**src/rtl/frame_downsample_writer.sv**
```systemverilog
// ============================================================================
// frame_downsample_writer : 2x2 box-average downsampler writing to frame RAM
// Revision: 1.0
// ============================================================================
`default_nettype none

module frame_downsample_writer #(
  parameter int IN_W   = 160,
  parameter int IN_H   = 120,
  parameter int CW     = 10,
  parameter int ADDR_W = 13
) (
  input  logic              clk,
  input  logic              reset,
  input  logic              start,
  input  logic              write,
  input  logic [7:0]        x,
  input  logic [7:0]        y,
  input  logic [3*CW-1:0]   pixel,
  output logic              mem_we,
  output logic [ADDR_W-1:0] mem_addr,
  output logic [3*CW-1:0]   mem_data,
  output logic              busy,
  output logic              done
);

  localparam int          HALF_W = IN_W / 2;
  localparam int          LB_AW  = (HALF_W > 1) ? $clog2(HALF_W) : 1;
  localparam int          SW     = CW + 1;
  localparam logic [8:0]  C_IN_W = 9'(IN_W);
  localparam logic [8:0]  C_IN_H = 9'(IN_H);

  typedef enum logic [0:0] {S_IDLE = 1'b0, S_RUN = 1'b1} state_t;

  state_t              state_q, state_d;
  logic                fin_q, fin_d;
  logic [3*CW-1:0]     hold_q, hold_d;
  logic                mem_we_q, mem_we_d;
  logic                done_q, done_d;
  logic [ADDR_W-1:0]   mem_addr_q, mem_addr_d;
  logic [3*CW-1:0]     mem_data_q, mem_data_d;

  logic [3*SW-1:0]     lb_mem [HALF_W];
  logic [3*SW-1:0]     lb_rd_q;
  logic [3*SW-1:0]     lb_wdata;
  logic [3*CW-1:0]     avg_data;
  logic                lb_we, lb_re;
  logic [LB_AW-1:0]    lb_idx;
  logic                accept, last_beat;

  assign lb_idx    = x[LB_AW:1];
  assign last_beat = (x == 8'(IN_W - 1)) && (y == 8'(IN_H - 1));
  // fin_q blocks any beat arriving in the one cycle between the last write and S_IDLE
  assign accept    = write && (state_q == S_RUN) && !fin_q &&
                     ({1'b0, x} < C_IN_W) && ({1'b0, y} < C_IN_H);

  for (genvar c = 0; c < 3; c++) begin : g_ch
    logic [CW+1:0] quad;
    assign lb_wdata[c*SW +: SW] = SW'(hold_q[c*CW +: CW]) + SW'(pixel[c*CW +: CW]);
    assign quad = (CW+2)'(lb_rd_q[c*SW +: SW]) + (CW+2)'(hold_q[c*CW +: CW])
                + (CW+2)'(pixel[c*CW +: CW]);
    assign avg_data[c*CW +: CW] = quad[CW+1:2];
  end

  always_comb begin
    state_d    = state_q;
    fin_d      = fin_q;
    hold_d     = hold_q;
    mem_we_d   = 1'b0;
    done_d     = 1'b0;
    mem_addr_d = mem_addr_q;
    mem_data_d = mem_data_q;
    lb_we      = 1'b0;
    lb_re      = 1'b0;
    case (state_q)
      S_IDLE: begin
        if (start) begin
          state_d = S_RUN;
          fin_d   = 1'b0;
          hold_d  = '0;
        end
      end
      S_RUN: begin
        if (fin_q) begin
          state_d = S_IDLE;
        end else if (accept) begin
          if (!x[0]) begin
            hold_d = pixel;
            lb_re  = y[0];
          end else if (!y[0]) begin
            lb_we = 1'b1;
          end else begin
            mem_we_d   = 1'b1;
            mem_addr_d = ADDR_W'(y[7:1]) * ADDR_W'(HALF_W) + ADDR_W'(x[7:1]);
            mem_data_d = avg_data;
            if (last_beat) begin
              done_d = 1'b1;
              fin_d  = 1'b1;
            end
          end
        end
      end
      default: state_d = S_IDLE;
    endcase
  end

  always_ff @(posedge clk) begin
    if (reset) begin
      state_q    <= S_IDLE;
      fin_q      <= 1'b0;
      hold_q     <= '0;
      mem_we_q   <= 1'b0;
      done_q     <= 1'b0;
      mem_addr_q <= '0;
      mem_data_q <= '0;
    end else begin
      state_q    <= state_d;
      fin_q      <= fin_d;
      hold_q     <= hold_d;
      mem_we_q   <= mem_we_d;
      done_q     <= done_d;
      mem_addr_q <= mem_addr_d;
      mem_data_q <= mem_data_d;
    end
  end

  // Line buffer holds even-row pair sums; never cleared, each even row rewrites it
  always_ff @(posedge clk) begin
    if (lb_we) lb_mem[lb_idx] <= lb_wdata;
    if (lb_re) lb_rd_q <= lb_mem[lb_idx];
  end

  assign mem_we   = mem_we_q;
  assign mem_addr = mem_addr_q;
  assign mem_data = mem_data_q;
  assign done     = done_q;
  assign busy     = (state_q == S_RUN);

endmodule

`default_nettype wire

```
**config.mk**
```make
export PLATFORM = sky130hd
export DESIGN_NAME = frame_downsample_writer
export DESIGN_NICKNAME = d
export VERILOG_FILES = /design/src/rtl/frame_downsample_writer.sv
export SDC_FILE = /design/constraint.sdc
export NUM_CORES = 2
export LEC_CHECK = 0
export BUFFER_PORTS_ARGS = -buffer_cell sky130_fd_sc_hd__clkbuf_2
export CAP_MARGIN = 30
export CORE_MARGIN = 3
export CORE_UTILIZATION = 39
export DETAILED_ROUTE_END_ITERATION = 8
export GPL_TIMING_DRIVEN = 0
export PLACE_DENSITY = 0.54
export RECOVER_POWER = 50
export REMOVE_ABC_BUFFERS = 1
export SKIP_CTS_REPAIR_TIMING = 1
export SYNTH_ARGS = -nofsm -noshare
export SYNTH_HDL_FRONTEND = slang
export SYNTH_SLANG_ARGS = --single-unit
```
**constraint.sdc**
```tcl
create_clock -name clk -period 6.65 [get_ports clk]
set_input_delay 0.3325 -clock clk [delete_from_list [all_inputs] [get_ports clk]]
set_output_delay 0.3325 -clock clk [all_outputs]
set_load 0.01 [all_outputs]
```
==> summary.md <==
| Metric | Value |
|---|---|
| Status | complete, but fails checks |
| Failing checks | capacitance limit, slew limit |
| Clock-pin slew on the worst setup and hold paths | 60 ps |
| Sequential fraction of the synthesis area | 74.8% |
| Top Usage Layer GRT | met2 |
| Simple-gate share of the synthesized area | 3.28% |
| Endpoints failing hold | 0 |
| CP Max Fanout | 62 |
| Setup violations, final | 0 |
| Post-Layout Inst Area | 127000 sq um |
| Crit end category | register |
| F_max | 0.178 GHz |
| Minimum clock period | 5610 ps |
| Reg2Reg Setup Slack | 1540 ps |
| Yosys top cell area share | 73.4% |
| Worst Clk Skew | 43.1 ps |
| TritonCTS clock tree | yes |
| Vias per inst | 6.14 |
| Largest family of logic cells by synthesized area | compound AO/OA/AOI/OAI gates |
| I/O Buffers | 95 |
| Post-synth EDFFs | 2673 |
| WS Path Type | primary input to register |
| DRT iter0 DRCs | 8059 |
| Slew Limit Fails | 865 |
| Most common flop cell mapped by yosys | edfxtp_1 |
| Met2 usage | 38.7% |
| Die Y | 535 um |
| Final worst-path cycle share | 84.4% |
| R2r worst-path depth | 10 |
| DRC | 0 |
| Mapped Area | 109000 sq um |
| Routed Antenna Nets | 0 |
| Layout cells sized above 1 | 17.9% |
| Hold Path Sink | mem_data[8] |
| M3 GR Usage | 5.10% |
| Die ar. | 287000 sq um |
| IO Pins | 96 |
| Commonest non-fill, non-tap cell in the layout | edfxtp_1 |
| R2R Path Start | hold_q[0] |
| Number of global-route vias before repair | 62.3k |
| Main area contributors after synthesis | edfxtp_1 73%, mux4_2 3.8%, mux2i_1 2.4% |
| Total GRT Usage | 25.0% |
| Synth area leader | edfxtp_1 |
| Root buf cell | clkbuf_16 |
| Worst min-delay path class | primary input to register |
| Global-route wire length before repair | 505000 um |
| Hold path start | x[0] |
| Syn Inst Count | 6218 |
| Post-Synth Adder-Cell Area | 1.44% |
| Synth warn | 0 |
| WL/cell | 34.7 um |
| Die W | 535 um |
| Most frequent cells in the layout | 2673 x edfxtp_1, 308 x clkbuf_16, 297 x a221oi_1 |
| DRT Pass-1 Iters | 6 |
| Rows | 193 |
| Setup TNS | 0 ps |
| Via count | 64.6k |
| Synth-to-layout area growth | 16.4% |
| Remaining global-route overflow | 0 |
| DP Wirelength | 227000 um |
| Clock tree sinks | 2750 |
| Largest net degree at the start of global routing | 90 |
| GRT met1 Usage | 35.0% |
| Drt total wl | 365000 um |
| Longest Clk Path Bufs | 4 |
| Data arrival, critical path | 6430 ps |
| Layout Nets | 6748 |
| H-tree levels | 5 |
| Syn avg cell area | 17.6 sq um |
| Reg-to-Reg End | lb_mem[23][10] |
| Post-synthesis mux area share | 8.24% |
| Tot Pwr | 37.4 mW |
| DP Area | 119000 sq um |
| Routability cong. | 0.830 |
| Yosys cell types | 96 |
| Peak VDD IR | 230 uV |
| CTS buffer count | 303 |
| Yosys reg bits | 2750 |
| Post-synth ARST share | 0% |
| Max capacitance violation total | 29 |
| Core ar. | 278000 sq um |
| CP Launch Type | primary input |
| Synth Area in Compound Gates | 9.32% |
| Hold Path Stages | 4 |
| Cell leakage power | 40.2 nW |
| Initial antenna violation count | 28 |
| Initial Utilization | 39.4% |
| Slew headroom | -110% |
| Skew-Pair Late Insertion Delay | 940 ps |
| RSZ-0062 raised after global routing | no |
| Xor-xnor portion of the synthesized cell area | 0.369% |
| Worst Max-Slew Pin Slew | 3160 ps |
| Power Density | 293 nW/um^2 |
| Critical Path RT | 7470 ps |
[layout make-up]
class,instances,area [sq um]
clock buffers,380,7990
flip-flops and latches,2750,81800
well taps,3705,4640
inverters,37,166
repair buffers,482,6150
diodes,16,40.0
fillers,23800,150000
multi-input cells,3019,25500
clock inverters,131,1020
[worst max-delay path by stage]
stage	startpoint	slack, ps	cells after the start	endpoint
after CTS	x[3]	1830	12	lb_rd_q[0]
after global routing	x[5]	1010	10	hold_q[24]
final	x[5]	1040	10	hold_q[24]
after detailed placement	x[3]	810	12	lb_rd_q[0]
after global placement	x[3]	-52810	8	lb_rd_q[0]
after floorplan	hold_q[11]	2000	7	lb_mem[0][18]
[critical path: stages]
cell and delay (ps):
clkbuf_8 270, buf_16 350, clkinv_4 420, buf_16 440, a21oi_1 280, a2111oi_4 550
a21boi_0 2350, nor2_4 710, a22oi_1 430, nor2_1 70
[cell usage after synthesis, drive strengths merged, types with 70 or more instances]
cell type	count
dfxtp	77
a21oi	261
o21ai	197
a22oi	172
ha	70
edfxtp	2673
mux4	185
a221oi	305
clkbuf	98
nor2	343
buf	314
mux2i	264
mux2	194
nand2	285
[flip-flops by register name, indices dropped and copies added, names as in the netlist]
register / flops
lb_mem: 2640
hold_q: 30
mem_data: 30
busy: 1
done: 1
fin_q: 1
lb_rd_q: 33
mem_addr: 13
mem_we: 1
[through the flow]
stage	worst slack (ps)	hold slack (ps)	utilization, %	instances
after global routing	1010	53.3	45.8	10500
final	1040	16.0	45.8	10500
after global placement	-52810	444	40.3	9606
after floorplan	2000	397	-	5806
after detailed placement	814	451	43.0	9945
after CTS	1830	-357	46.2	10500
[logic make-up (layout without fill, tap and decap cells)]
group	count (synthesis)	in the layout
flip-flops	2750	2750
AO/OA/AOI/OAI	1401	1401
XOR/XNOR	46	46
AND/OR/NAND/NOR	824	824
adder cells (fa/ha/maj)	105	105
buffers and inverters	449	1030
multiplexers	643	643
other	0	16
[layer usage]
metal  wire length (um)  part of all wire, %
met1             149000                   41
met2             167000                   46
met3              34100                  9.3
met4              14700                  4.0
met5                 28               0.0077
[power breakdown]
part           switching (mW)  internal, mW
clock                    6.67          9.04
sequential            0.00588          19.1
combinational            1.80         0.730
total                    8.47          28.9
No activity file was read; power rests on OpenSTA's default activity.
